`src/rtl/sd_spi_init_sequencer.sv`:
```
// SPI-mode SD card initialisation sequencer.
// Runs the power-up dummy clocks and then CMD0, optionally CMD8, and CMD55/ACMD41
// until the card reports ready. Each command is loaded into the SPI shifter, shifted
// out, and its R1 response is polled. The sequencer stops in DONE or ERROR.
// Ports:
//   clk, rst            system clock, asynchronous active-high reset
//   start               pulse; begins init from IDLE/DONE/ERROR
//   rising_edge_sclk    one-cycle strobe per SPI sclk rising edge
//   sd_rsp_msg[7:0]     last byte shifted in by the SPI reader
//   spi_command[47:0]   command frame, valid while spi_load_command=1
//   spi_load_command    load strobe for the shifter
//   spi_shift_command   shift the command out
//   spi_shift_read      shift a response byte in
//   spi_CS              card chip select, active-low
//   busy/done/error     status; done and error held until the next start
//   err_code[2:0]       1 CMD0 fail, 2 CMD8 bad, 3 bad R1, 4 ACMD41 timeout, 5 no response
//   card_hc             card accepted CMD8 (v2 card, HCS requested)
module sd_spi_init_sequencer #(
    parameter int unsigned DUMMY_CLKS   = 80,
    parameter int unsigned NCR_MAX      = 8,
    parameter int unsigned CMD0_RETRIES = 4,
    parameter int unsigned ACMD41_MAX   = 255,
    parameter bit          ENABLE_CMD8  = 1'b1
) (
    input  logic        clk,
    input  logic        rst,
    input  logic        start,
    input  logic        rising_edge_sclk,
    input  logic [7:0]  sd_rsp_msg,
    output logic [47:0] spi_command,
    output logic        spi_load_command,
    output logic        spi_shift_command,
    output logic        spi_shift_read,
    output logic        spi_CS,
    output logic        busy,
    output logic        done,
    output logic        error,
    output logic [2:0]  err_code,
    output logic        card_hc
);

    localparam int unsigned FRAME_W = 48;
    localparam int unsigned CNT_W   = 7;
    localparam int unsigned NCR_W   = (NCR_MAX > 2) ? $clog2(NCR_MAX) : 1;
    localparam int unsigned RETRY_W = (CMD0_RETRIES > 2) ? $clog2(CMD0_RETRIES) : 1;
    localparam int unsigned ACMD_W  = (ACMD41_MAX > 2) ? $clog2(ACMD41_MAX) : 1;

    localparam logic [FRAME_W-1:0] FRAME_CMD0      = 48'h40_0000_0000_95;
    localparam logic [FRAME_W-1:0] FRAME_CMD8      = 48'h48_0000_01AA_87;
    localparam logic [FRAME_W-1:0] FRAME_CMD55     = 48'h77_0000_0000_65;
    localparam logic [FRAME_W-1:0] FRAME_ACMD41_HC = 48'h69_4000_0000_77;
    localparam logic [FRAME_W-1:0] FRAME_ACMD41_SC = 48'h69_0000_0000_E5;

    localparam logic [2:0] ERR_NONE  = 3'd0;
    localparam logic [2:0] ERR_CMD0  = 3'd1;
    localparam logic [2:0] ERR_CMD8  = 3'd2;
    localparam logic [2:0] ERR_R1    = 3'd3;
    localparam logic [2:0] ERR_ACMD  = 3'd4;
    localparam logic [2:0] ERR_NORSP = 3'd5;

    typedef enum logic [3:0] {
        S_IDLE, S_DUMMY, S_LOAD, S_SEND, S_RECV, S_EVAL, S_GAP, S_DONE, S_ERROR
    } state_t;

    typedef enum logic [1:0] {C_CMD0, C_CMD8, C_CMD55, C_ACMD41} cmd_t;

    state_t             state, state_nxt;
    cmd_t               cmd, cmd_nxt;
    logic [CNT_W-1:0]   edge_cnt;
    logic [NCR_W-1:0]   ncr_cnt, ncr_nxt;
    logic [RETRY_W-1:0] retry_cnt, retry_nxt;
    logic [ACMD_W-1:0]  acmd_cnt, acmd_nxt;
    logic               in_tail, in_tail_nxt;
    logic [1:0]         tail_cnt, tail_nxt;
    logic               nib_ok, nib_ok_nxt;
    logic               fin_done, fin_done_nxt;
    logic [2:0]         fin_code, fin_code_nxt;
    logic               done_nxt, error_nxt, card_hc_nxt;
    logic [2:0]         err_code_nxt;
    logic               cs_nxt, busy_nxt, load_nxt, shcmd_nxt, shrd_nxt;
    logic [FRAME_W-1:0] frame_nxt;
    logic               hit_dummy, hit_frame, hit_byte;

    function automatic logic [FRAME_W-1:0] frame_of(input cmd_t c, input logic hc);
        logic [FRAME_W-1:0] f;
        case (c)
            C_CMD0:  f = FRAME_CMD0;
            C_CMD8:  f = FRAME_CMD8;
            C_CMD55: f = FRAME_CMD55;
            default: f = hc ? FRAME_ACMD41_HC : FRAME_ACMD41_SC;
        endcase
        return f;
    endfunction

    // Strobe that completes the current phase's sclk edge budget
    assign hit_dummy = rising_edge_sclk && (edge_cnt == CNT_W'(DUMMY_CLKS - 1));
    assign hit_frame = rising_edge_sclk && (edge_cnt == CNT_W'(FRAME_W - 1));
    assign hit_byte  = rising_edge_sclk && (edge_cnt == CNT_W'(7));

    // State register
    always_ff @(posedge clk or posedge rst) begin
        if (rst) state <= S_IDLE;
        else     state <= state_nxt;
    end

    // Next-state and protocol decisions
    always_comb begin
        state_nxt    = state;
        cmd_nxt      = cmd;
        ncr_nxt      = ncr_cnt;
        retry_nxt    = retry_cnt;
        acmd_nxt     = acmd_cnt;
        in_tail_nxt  = in_tail;
        tail_nxt     = tail_cnt;
        nib_ok_nxt   = nib_ok;
        fin_done_nxt = fin_done;
        fin_code_nxt = fin_code;
        done_nxt     = done;
        error_nxt    = error;
        err_code_nxt = err_code;
        card_hc_nxt  = card_hc;
        case (state)
            S_IDLE, S_DONE, S_ERROR: begin
                if (start) begin
                    state_nxt    = S_DUMMY;
                    cmd_nxt      = C_CMD0;
                    retry_nxt    = '0;
                    acmd_nxt     = '0;
                    in_tail_nxt  = 1'b0;
                    tail_nxt     = '0;
                    nib_ok_nxt   = 1'b0;
                    fin_done_nxt = 1'b0;
                    fin_code_nxt = ERR_NONE;
                    done_nxt     = 1'b0;
                    error_nxt    = 1'b0;
                    err_code_nxt = ERR_NONE;
                    card_hc_nxt  = 1'b0;
                end
            end
            S_DUMMY: if (hit_dummy) state_nxt = S_LOAD;
            S_LOAD: begin
                ncr_nxt   = '0;
                state_nxt = S_SEND;
            end
            S_SEND: if (hit_frame) state_nxt = S_RECV;
            S_RECV: if (hit_byte) state_nxt = S_EVAL;
            S_EVAL: begin
                state_nxt = S_GAP;
                if (in_tail) begin
                    // CMD8 R7 trailer: bytes 1..4 after R1, no NCR polling
                    tail_nxt = tail_cnt + 2'd1;
                    if (tail_cnt == 2'd2) nib_ok_nxt = (sd_rsp_msg[3:0] == 4'h1);
                    if (tail_cnt == 2'd3) begin
                        in_tail_nxt = 1'b0;
                        if (nib_ok && sd_rsp_msg == 8'hAA) begin
                            card_hc_nxt = 1'b1;
                            cmd_nxt     = C_CMD55;
                        end else begin
                            fin_code_nxt = ERR_CMD8;
                        end
                    end else begin
                        state_nxt = S_RECV;
                    end
                end else if (sd_rsp_msg[7]) begin
                    // Card still idle on the line: poll another byte
                    if (ncr_cnt == NCR_W'(NCR_MAX - 1)) begin
                        fin_code_nxt = ERR_NORSP;
                    end else begin
                        ncr_nxt   = ncr_cnt + NCR_W'(1);
                        state_nxt = S_RECV;
                    end
                end else begin
                    case (cmd)
                        C_CMD0: begin
                            if (sd_rsp_msg == 8'h01)
                                cmd_nxt = ENABLE_CMD8 ? C_CMD8 : C_CMD55;
                            else if (retry_cnt == RETRY_W'(CMD0_RETRIES - 1))
                                fin_code_nxt = ERR_CMD0;
                            else
                                retry_nxt = retry_cnt + RETRY_W'(1);
                        end
                        C_CMD8: begin
                            if (sd_rsp_msg == 8'h05) begin
                                card_hc_nxt = 1'b0;
                                cmd_nxt     = C_CMD55;
                            end else if (sd_rsp_msg == 8'h01) begin
                                in_tail_nxt = 1'b1;
                                tail_nxt    = '0;
                                state_nxt   = S_RECV;
                            end else begin
                                fin_code_nxt = ERR_CMD8;
                            end
                        end
                        C_CMD55: begin
                            if (sd_rsp_msg == 8'h00 || sd_rsp_msg == 8'h01)
                                cmd_nxt = C_ACMD41;
                            else
                                fin_code_nxt = ERR_R1;
                        end
                        default: begin
                            if (sd_rsp_msg == 8'h00) begin
                                fin_done_nxt = 1'b1;
                            end else if (sd_rsp_msg == 8'h01) begin
                                if (acmd_cnt == ACMD_W'(ACMD41_MAX - 1)) begin
                                    fin_code_nxt = ERR_ACMD;
                                end else begin
                                    acmd_nxt = acmd_cnt + ACMD_W'(1);
                                    cmd_nxt  = C_CMD55;
                                end
                            end else begin
                                fin_code_nxt = ERR_R1;
                            end
                        end
                    endcase
                end
            end
            S_GAP: begin
                if (hit_byte) begin
                    if (fin_done) begin
                        state_nxt = S_DONE;
                        done_nxt  = 1'b1;
                    end else if (fin_code != ERR_NONE) begin
                        state_nxt    = S_ERROR;
                        error_nxt    = 1'b1;
                        err_code_nxt = fin_code;
                    end else begin
                        state_nxt = S_LOAD;
                    end
                end
            end
            default: state_nxt = S_IDLE;
        endcase
    end

    // Output decode from the upcoming state so registered outputs align with it
    always_comb begin
        cs_nxt    = 1'b1;
        busy_nxt  = 1'b1;
        load_nxt  = 1'b0;
        shcmd_nxt = 1'b0;
        shrd_nxt  = 1'b0;
        frame_nxt = '0;
        case (state_nxt)
            S_IDLE, S_DONE, S_ERROR: busy_nxt = 1'b0;
            S_LOAD: begin
                cs_nxt    = 1'b0;
                load_nxt  = 1'b1;
                frame_nxt = frame_of(cmd_nxt, card_hc_nxt);
            end
            S_SEND: begin
                cs_nxt    = 1'b0;
                shcmd_nxt = 1'b1;
            end
            S_RECV: begin
                cs_nxt   = 1'b0;
                shrd_nxt = 1'b1;
            end
            S_EVAL:  cs_nxt = 1'b0;
            default: ;
        endcase
    end

    // Datapath registers; the edge counter restarts on every state change
    always_ff @(posedge clk or posedge rst) begin
        if (rst) begin
            cmd      <= C_CMD0;
            edge_cnt <= '0;
            ncr_cnt  <= '0;
            retry_cnt <= '0;
            acmd_cnt <= '0;
            in_tail  <= 1'b0;
            tail_cnt <= '0;
            nib_ok   <= 1'b0;
            fin_done <= 1'b0;
            fin_code <= ERR_NONE;
            done     <= 1'b0;
            error    <= 1'b0;
            err_code <= ERR_NONE;
            card_hc  <= 1'b0;
        end else begin
            cmd      <= cmd_nxt;
            if (state_nxt != state)   edge_cnt <= '0;
            else if (rising_edge_sclk) edge_cnt <= edge_cnt + CNT_W'(1);
            ncr_cnt  <= ncr_nxt;
            retry_cnt <= retry_nxt;
            acmd_cnt <= acmd_nxt;
            in_tail  <= in_tail_nxt;
            tail_cnt <= tail_nxt;
            nib_ok   <= nib_ok_nxt;
            fin_done <= fin_done_nxt;
            fin_code <= fin_code_nxt;
            done     <= done_nxt;
            error    <= error_nxt;
            err_code <= err_code_nxt;
            card_hc  <= card_hc_nxt;
        end
    end

    // Registered SPI controls and status
    always_ff @(posedge clk or posedge rst) begin
        if (rst) begin
            spi_CS            <= 1'b1;
            busy              <= 1'b0;
            spi_load_command  <= 1'b0;
            spi_shift_command <= 1'b0;
            spi_shift_read    <= 1'b0;
            spi_command       <= '0;
        end else begin
            spi_CS            <= cs_nxt;
            busy              <= busy_nxt;
            spi_load_command  <= load_nxt;
            spi_shift_command <= shcmd_nxt;
            spi_shift_read    <= shrd_nxt;
            spi_command       <= frame_nxt;
        end
    end

endmodule

```
`config.mk`:
```
export PLATFORM = sky130hd
export DESIGN_NAME = sd_spi_init_sequencer
export DESIGN_NICKNAME = d
export VERILOG_FILES = /design/src/rtl/sd_spi_init_sequencer.sv
export SDC_FILE = /design/constraint.sdc
export NUM_CORES = 1
export LEC_CHECK = 0
export ABC_CLOCK_PERIOD_IN_PS = 5800
export CAP_MARGIN = 20
export CELL_PAD_IN_SITES_DETAIL_PLACEMENT = 0
export CELL_PAD_IN_SITES_GLOBAL_PLACEMENT = 1
export CORE_UTILIZATION = 42
export CTS_BUF_LIST = sky130_fd_sc_hd__clkbuf_16
export DETAILED_ROUTE_END_ITERATION = 16
export PLACE_DENSITY = 0.95
export SETUP_SLACK_MARGIN = 0.02
export SYNTH_ARGS = -nofsm -noshare
export SYNTH_HDL_FRONTEND = slang
export SYNTH_SLANG_ARGS = --single-unit
```
`constraint.sdc`:
```
create_clock -name clk -period 5.8 [get_ports clk]
set_input_delay 0.58 -clock clk [delete_from_list [all_inputs] [get_ports clk]]
set_output_delay 0.58 -clock clk [all_outputs]
set_load 0.1 [all_outputs]
```
==> impl_results.md, run 1 <==
- Run status: finished clean
- Synth top area share: 0.3911
- Sequential area share after synthesis: 0.3990
- Setup bufs post-CTS: 0
- Yosys warnings: 0
- Global-route wire length before repair: around 11 mm
- Final hold vios: 0
- Slowest cell on the critical path: a32oi_1
- Post-route ant nets: 0
- Avg Inst Size Synth: 9.140 sq um
- CTS tree: yes
- Leak: 1.670 nW
- Vias: about 2600
- Vias in the first global route: 2453
- Crit-path cells: clkdlybuf4s50_1 > nand2b_1 > a32oi_1 > a211o_1 > o32ai_1 > or4b_1 > a21oi_1
- RePlAce Congestion: 0.8980
- CTS Hold Bufs: 0
- Worst-path maximum fanout: 10
- Input/output buffers: 42
- Worst slack, placed: 2.637 ns
- Synth unique cells: 65
- Fin nets: 412
- FFs w/ async S/R, synth: 1.000
- Iter 0 DRT Violations: 148
- Final Max Tran Viols: 0
- Max VDD drop: 0.2374 mV
- Setup WS post-layout: 2.879 ns
- Arrival time worst endpoint: 3.13 ns
- Commonest non-fill, non-tap cell in the layout: dfrtp_1
- # diodes: 0
- Cells taking the most area after synthesis: dfrtp_1 39%, buf_4 9.0%, ha_1 4.9%, nor2_1 3.9%, nand2_1 3.0%
- Largest net degree at the start of global routing: between 50 and 60
- Synth Register Bits: 53
- Clk root buf: clkbuf_16
- Worst Max-Slew Pin Slew: 0.9980 ns
- Worst Setup SP: start
- Initial Util: 0.4328
- CTS max path bufs: 2
- Sum of negative setup slack: 0 ns
- Die H: approximately 90 um
- Clk pin slew, worst setup/hold paths: 0.07 ns
- # IOs: 71
- CTS H-tree depth: 2
- Fmax: between 0.3 and 0.4 GHz
- Gr ovfl total: 0
- Share of post-route cells with drive strength above 1: 0.05928
- Drt wl/cell: 13.70 um
- Post-DP HPWL: 4.863 mm
- Drt total wl: 6.714 mm
- RSZ-0062 raised after global routing: no
- Floorplan row count: 32
- Num CTS Buffers: 5
- DRC: 0
- Cell Pwr Density: ~400 nW/um^2
- Resized cells post-CTS: 0
- Period minus WS final: 2.921 ns
- Worst-skew pair later-pin latency: between 0.2 and 0.3 ns
- Crit path largest cell delay: about 0.84 ns
- Width of the die: around 90 um
- Worst setup EP type: register
- Crit Path Class: in -> reg
- EDFF count, synth: 0
- Synth Flop Type: dfrtp_1
- Initial antenna violation count: 0
- Drt pass-1 iters: 5
- Core ar.: 7687 sq um
- WP data required: 6.01 ns
- Vias/cell: 5.278
- Syn Inst Count: 364
- Synthesized area: 3327 sq um
- Reg-to-reg startpoint: state[1]
- Die ar.: 8281 sq um
- Rel. slew slack: 0.3326
- Reg-to-reg slack, setup: 2.98 ns
- Commonest cells after routing, fill and taps aside: 52 x dfrtp_1, 42 x clkdlybuf4s50_1, 35 x nor2_1, 28 x conb_1, 27 x nand2_1
- GRT Util Overall: 0.1682
- Total of max-cap violations: 0
- Hold Startpoint: nib_ok
- CTS Sinks: 53
- Layout Skew: between 0.003 and 0.004 ns
- Setup violators final: 0
- Largest area contributor in the netlist: dfrtp_1
- Hold Crit Class: reg -> reg
- Final period util: 0.5036
- P&R area growth vs syn: 14.29%
- Critical Path Source Type: input port
==> metrics by stage <==
| stage | cells | power (mW) | cell area, sq um | hold WS (ns) | utilization |
|---|---|---|---|---|---|
| finish | 490 | 1.522 | 3802 | 0.4961 | 0.4946 |
| global route | 490 | 1.607 | 3802 | 0.5412 | 0.4946 |
| CTS | 489 | 1.537 | 3782 | 0.5046 | 0.4920 |
| detailed placement | 481 | 1.197 | 3616 | 0.4886 | 0.4704 |
| global placement | 481 | 1.188 | 3616 | 0.4803 | 0.4704 |
| floorplan | 391 | 1.087 | 3428 | 0.4609 | - |
==> layout make-up <==
type                       count  area (sq um)
inverter                      20         75.07
sequential                    53          1328
fill                         749          3885
tap                          102         127.6
clock buffer                   5         125.1
clock inverter                 3         41.29
multi-input combinational    264          1665
timing repair buffer          43         440.4
==> critical path, delay by kind of cell <==
kind	cells	cell delay [ns]
compound gates	4	1.36
buf+inv	1	0.50
simple gates	2	0.69
==> state kept, by name, indices dropped and copies added (netlist names), 2 cells and up <==
register and cells:
spi_command 9, acmd_cnt 8, edge_cnt 7, state 4
err_code 3, fin_code 3, ncr_cnt 3, cmd 2
retry_cnt 2, tail_cnt 2
==> kinds of logic (layout without fill, tap and decap cells) <==
group           after synthesis  after routing  share of synthesized area
xor+xnor                     13             13                    0.03422
compound gates               75             75                     0.1629
mux                           5              5                    0.01655
simple gates                130            130                     0.2065
buf+inv                      74             71                     0.1309
other cells                   1             28                   0.001127
flops                        53             53                     0.3990
fa+ha+maj                    13             13                    0.04889
==> report_power, final <==
| part | internal [mW] | switching, mW |
|---|---|---|
| combinational | 0.188 | 0.521 |
| clock | 0.202 | 0.130 |
| sequential | 0.425 | 0.0556 |
| total | 0.815 | 0.707 |
==> synthesized netlist by cell type (9+ instances only) <==
master / instances
buf_4: 40
ha_1: 13
clkbuf_1: 13
a21oi_1: 12
xor2_1: 9
nor3_1: 14
inv_1: 20
dfrtp_1: 52
o21ai_0: 17
nor2_1: 35
nand3_1: 11
nand2_1: 27
==> path summary, 6_finish.rpt <==
check / end / cells after the start
worst max-delay path: spi_command[4] / 7
worst min-delay path: nib_ok / 2
worst max register to register: spi_command[16] / 6
worst min register to register: nib_ok / 2
max in group asynchronous: spi_CS / 3
min in group asynchronous: done / 2
==> routing by layer <==
layer,track usage,vias up,share of wire
met3,0.03266,9,0.041
li1,-,1269,-
met2,0.2872,60,0.50
met5,0,-,0
met4,0.03968,0,0.011
met1,0.2196,1248,0.45
(Power assumes the default switching activity.)
==> inputs of run 2 (changes only) <==
--- a/config.mk
+++ b/config.mk
@@ -5,14 +5,14 @@
 export SDC_FILE = /design/constraint.sdc
 export NUM_CORES = 1
 export LEC_CHECK = 0
-export ABC_CLOCK_PERIOD_IN_PS = 5800
+export ABC_CLOCK_PERIOD_IN_PS = 2600
 export CAP_MARGIN = 20
 export CELL_PAD_IN_SITES_DETAIL_PLACEMENT = 0
 export CELL_PAD_IN_SITES_GLOBAL_PLACEMENT = 1
-export CORE_UTILIZATION = 42
+export CORE_UTILIZATION = 35
 export CTS_BUF_LIST = sky130_fd_sc_hd__clkbuf_16
 export DETAILED_ROUTE_END_ITERATION = 16
-export PLACE_DENSITY = 0.95
+export PLACE_DENSITY = 0.87
 export SETUP_SLACK_MARGIN = 0.02
 export SYNTH_ARGS = -nofsm -noshare
 export SYNTH_HDL_FRONTEND = slang
==> constraint.sdc (replaced) <==
create_clock -name clk -period 2.6 [get_ports clk]
set_input_delay 0.26 -clock clk [delete_from_list [all_inputs] [get_ports clk]]
set_output_delay 0.26 -clock clk [all_outputs]
set_load 0.1 [all_outputs]
==> run 2 against run 1 <==
Cell count up 10%. Critical endpoint is now spi_command[38]. Largest cell class unchanged. First-iteration DRC count up 16%. Global-route usage down 1.7 points. Non-clock buffer count up 24. Setup slack worse by 2.7 ns. Flip-flop and latch count unchanged.
==> impl_results.md, run 2 (synthesized netlist as in run 1, its figures left out) <==
- Vias: 2714
- Setup bufs post-CTS: 0
- Clk pin slew, worst setup/hold paths: 0.07 ns
- WP data required: 2.78 ns
- Critical Path Source Type: register
- Run status: finished clean
- Arrival time worst endpoint: between 2 and 3 ns
- Worst setup EP type: register
- Drt pass-1 iters: 4
- Rel. slew slack: 0.5680
- Fmax: between 0.4 and 0.5 GHz
- Leak: 1.837 nW
- Final Max Tran Viols: 0
- Gr ovfl total: 0
- Period minus WS final: 2.460 ns
- Worst slack, placed: 0.06662 ns
- Reg-to-reg slack, setup: between 0.1 and 0.15 ns
- Final hold vios: 0
- Fin nets: 436
- Clk root buf: clkbuf_16
- Cell Pwr Density: 880.3 nW/um^2
- Hold Crit Class: in -> async
- Initial Util: 0.3601
- Commonest non-fill, non-tap cell in the layout: buf_4
- Final period util: 0.9462
- # fillers: 905
- Num CTS Buffers: 5
- DRC: 0
- # IOs: 71
- Core ar.: 9240 sq um
- Setup WS post-layout: 0.1398 ns
- Reg-to-reg startpoint: edge_cnt[3]
- Floorplan row count: 35
- Input/output buffers: 42
- Vias in the first global route: 2569
- Final std cells w/o fill: 541
- CTS tree: yes
- Layout Skew: between 0.01 and 0.015 ns
- Largest delay share family, worst path: simple AND/OR/NAND/NOR gates
- Post-DP HPWL: roughly 5.5 mm
- Drt total wl: roughly 7.3 mm
- Die ar.: 9899 sq um
- CP dominant cell by count: or4_1
- Worst Max-Slew Pin Slew: about 0.65 ns
- Largest regs: spi_command: 9 flops, acmd_cnt: 8 flops, edge_cnt: 7 flops
- Final design area excluding fillers: 3918 sq um
- RSZ-0062 raised after global routing: no
- Largest net degree at the start of global routing: 25
- Post-DP Area: 3760 sq um
- Dpl cells: 533
- GRT Util Overall: 0.1515
- Crit-path cells: or4_1 > or4_1 > a221o_1 > a311o_1 > nand3_4 > nor3_1
- Biggest register: spi_command
- Share of post-route cells with drive strength above 1: 0.1917
- Slowest cell on the critical path: or4_1
- Crit path largest cell delay: 0.54 ns
- Width of the die: 99.50 um
- Setup violators final: 0
- Commonest cells after routing, fill and taps aside: 56 x buf_4, 52 x dfrtp_1, 35 x nor2_1, 28 x conb_1, 27 x nand2_1
- RePlAce Congestion: 0.8570
- Max reg flops: 9
- Total of max-cap violations: 0
- Post-route ant nets: 0
- CTS Sinks: 53
- Max VDD drop: 0.4218 mV
- Worst-path maximum fanout: 9
- Die H: 99.50 um
- Crit Path Class: reg -> reg
- Drt wl/cell: 13.42 um
- Hold_ws: roughly 0.31 ns
- Global-route wire length before repair: 12.13 mm
- Vias/cell: 5.017
- R2R cell count: 6
- Crit path buffers/inverters: 0
- # diodes: 0
- P&R area growth vs syn: 17.75%
- Reg2reg end: spi_command[38]
- Worst-skew pair later-pin latency: 0.30 ns
- CTS H-tree depth: 2
- CTS max path bufs: 2
- Sum of negative setup slack: 0 ns
- Initial antenna violation count: 0
- Iter 0 DRT Violations: 171
## run 2: worst register-to-register path: stages (launching register included)
cell	delay (ns)
dfrtp_1	0.37
or4_1	0.54
or4_1	0.44
a221o_1	0.33
a311o_1	0.40
nand3_4	0.19
nor3_1	0.08
## run 2: worst max-delay path by stage
stage                        from               to  slack, ns  depth (start not counted)
floorplan             edge_cnt[3]  spi_command[44]       0.21                          7
global placement    sd_rsp_msg[0]   spi_command[4]       0.08                          8
detailed placement  sd_rsp_msg[5]      fin_code[0]       0.07                          8
CTS                   edge_cnt[3]  spi_command[38]       0.10                          6
global route          edge_cnt[3]  spi_command[38]       0.03                          6
finish                edge_cnt[3]  spi_command[38]       0.14                          6
## run 2: cell type report
class,instances,area (sq um),area share
Clock inverter,3,25.02,0.006388
Timing Repair Buffer,67,530.5,0.1354
Inverter,20,75.07,0.01916
Sequential cell,53,1328,0.3389
Tap cell,129,161.4,0.04120
Clock buffer,5,125.1,0.03194
Multi-Input combinational cell,264,1673,0.4270
## run 2: timing repair
action                                  4_1_cts  5_1_grt
hold buffers                                  0        0
gates resized for setup                       0        1
endpoints found under the setup margin        0        6
## run 2: metrics by stage
stage          utilization  power, mW
2_1_floorplan            -      2.426
3_3_place_gp        0.4069      2.742
3_5_place_dp        0.4069      2.770
4_1_cts             0.4232      3.454
5_1_grt             0.4240      3.644
6_report            0.4240      3.449
## run 2: routing by layer
layer  share of wire  global-route usage  up-vias
met2            0.48              0.2580       72
li1                -                   -     1317
met5               0                   0        -
met3           0.038             0.02249        6
met4          0.0076             0.03054        0
met1            0.47              0.2052     1319
## run 2: where the power goes
group | leakage, nW | switching [mW] | internal (mW)
Sequential | 0.723 | 0.109 | 0.948
Clock | 0.0704 | 0.311 | 0.362
Combinational | 1.04 | 1.23 | 0.485
Total | 1.84 | 1.65 | 1.80
==> inputs of run 3 (changes only) <==
--- a/config.mk
+++ b/config.mk
@@ -10,10 +10,11 @@
 export CELL_PAD_IN_SITES_DETAIL_PLACEMENT = 0
 export CELL_PAD_IN_SITES_GLOBAL_PLACEMENT = 1
 export CORE_UTILIZATION = 35
-export CTS_BUF_LIST = sky130_fd_sc_hd__clkbuf_16
+export CTS_BUF_LIST = sky130_fd_sc_hd__clkbuf_8 sky130_fd_sc_hd__clkbuf_16
 export DETAILED_ROUTE_END_ITERATION = 16
 export PLACE_DENSITY = 0.87
 export SETUP_SLACK_MARGIN = 0.02
 export SYNTH_ARGS = -nofsm -noshare
 export SYNTH_HDL_FRONTEND = slang
 export SYNTH_SLANG_ARGS = --single-unit
+export TNS_END_PERCENT = 30
==> run 3 against run 2 <==
Global-route usage about the same. Utilization decreased by 0.60 points. Cell area decreased by 1.4%. Critical path depth unchanged. Critical path type unchanged. Critical endpoint is now busy. Largest power group unchanged.
==> impl_results.md, run 3 (synthesized netlist as in run 1, its figures left out) <==
- Run status: finished clean
- Final hold vios: 0
- Worst setup EP type: register
- RePlAce Congestion: approximately 0.86
- Drt wl/cell: 13.45 um
- Gr ovfl total: 0
- Die H: 99.50 um
- Reg-to-reg startpoint: edge_cnt[3]
- Post-DP HPWL: 5.493 mm
- Crit path largest cell delay: 0.54 ns
- Final period util: 0.9400
- Global-route wire length before repair: 12.14 mm
- Floorplan row count: 35
- Slowest cell on the critical path: or4_1
- CTS H-tree depth: 2
- Total of max-cap violations: 0
- CTS max path bufs: 2
- Drt total wl: 7.275 mm
- Fin nets: 436
- Iter 0 DRT Violations: around 140
- Width of the die: 99.50 um
- Period minus WS final: 2.444 ns
- # diodes: 0
- Commonest cells after routing, fill and taps aside: 56 x buf_4, 52 x dfrtp_1, 35 x nor2_1, 28 x conb_1, 27 x nand2_1
- Rel. slew slack: 0.5740
- Worst Setup SP: edge_cnt[3]
- Fmax: 0.4091 GHz
- Largest regs: spi_command: 9 flops, acmd_cnt: 8 flops, edge_cnt: 7 flops
- R2R cell count: 6
- Register area: ~1300 sq um
- Clk root buf: clkbuf_8
- Final std cells w/o fill: 541
- Worst Max-Slew Pin Slew: 0.6383 ns
- Vias in the first global route: about 2600
- Arrival time worst endpoint: 2.68 ns
- Max VDD drop: 0.4211 mV
- Core ar.: slightly above 9000 sq um
- Commonest non-fill, non-tap cell in the layout: buf_4
- Leak: 1.812 nW
- RSZ-0062 raised after global routing: no
- Initial Util: 0.3601
- Cell Pwr Density: 846.6 nW/um^2
- Input/output buffers: 42
- Drt pass-1 iters: 5
- Setup violators final: 0
- Biggest register: spi_command
- Footprint of the multi-input gates: about 1700 sq um
- GRT Util Overall: 0.1518
- Initial antenna violation count: 0
- WP data required: approximately 2.8 ns
- Worst-skew pair later-pin latency: approximately 0.32 ns
- CP dominant cell by count: or4_1
- Worst slack, placed: 0.06662 ns
- # fillers: 916
- CTS Sinks: 53
- Max reg flops: 9
- CTS Hold Bufs: 0
- Final core occ: 0.4180
- Crit-path cells: or4_1 > or4_1 > a221o_1 > a311o_2 > nor2b_4 > a2bb2oi_2
- Die ar.: 9899 sq um
- Crit Path Class: reg -> reg
- P&R area growth vs syn: 16.10%
- Clk pin slew, worst setup/hold paths: roughly 0.10 ns
- Final Max Tran Viols: 0
- Hold Crit Class: in -> async
- Setup WS post-layout: 0.1559 ns
- CTS tree: yes
- DRC: 0
- Num CTS Buffers: 5
- Share of post-route cells with drive strength above 1: 0.1942
- Sum of negative setup slack: 0 ns
- Dpl cells: 533
- Worst-path maximum fanout: 6
- # IOs: 71
- Post-route ant nets: 0
- Vias/cell: 5.020
- Layout Skew: 0.02172 ns
- Critical Path Source Type: register
- Largest net degree at the start of global routing: 25
- Vias: 2716
run 3: cell types whose count changed in the layout (fill, tap and decap cells not counted):
cell | before | now
clkbuf_16 | 5 | 0
a311o_2 | 0 | 1
clkbuf_8 | 0 | 5
a311o_1 | 2 | 1
run 3: what timing repair did:
item	in CTS	in global routing
buffers inserted	0	0
setup endpoints to repair	0	8
gates resized for setup	0	2
run 3: report_power, final:
part / leakage (nW) / total, mW / switching [mW] / internal, mW
logic: 1.04 / 1.72 / 1.24 / 0.488
clock network: 0.0447 / 0.490 / 0.295 / 0.195
registers: 0.723 / 1.06 / 0.108 / 0.948
run 3: per-stage QoR:
stage	hold slack (ns)	cell area [sq um]	power, mW
floorplan	0.4075	3428	2.426
global placement	0.4811	3760	2.742
detailed placement	0.4894	3760	2.770
CTS	0.3043	3854	3.266
global route	0.3518	3862	3.459
finish	0.2813	3862	3.270
run 3: metal layers:
layer,track usage,routed length [um]
met1,0.2043,3474
met5,0,0
met3,0.02460,219
met2,0.2585,3509
met4,0.03054,72
run 3: path summary, 6_finish.rpt:
kind	to	slack (ns)
hold / removal	busy	0.28
max in group asynchronous	state[3]	1.72
setup reg to reg	busy	0.16
setup / recovery	busy	0.16
hold reg to reg	retry_cnt[0]	0.51
min in group clk	retry_cnt[0]	0.51
run 3: critical path, delay by kind of cell (launching register included):
family	cells	cell delay [ns]
flops	1	0.38
compound gates	3	0.85
simple gates	3	1.13
run 3: area by class of cell:
type                            count  area share
Clock buffer                        5     0.01782
Clock inverter                      3    0.006479
Timing Repair Buffer               67      0.1374
Sequential cell                    53      0.3437
Inverter                           20     0.01944
Multi-Input combinational cell    264      0.4334
Tap cell                          129     0.04179
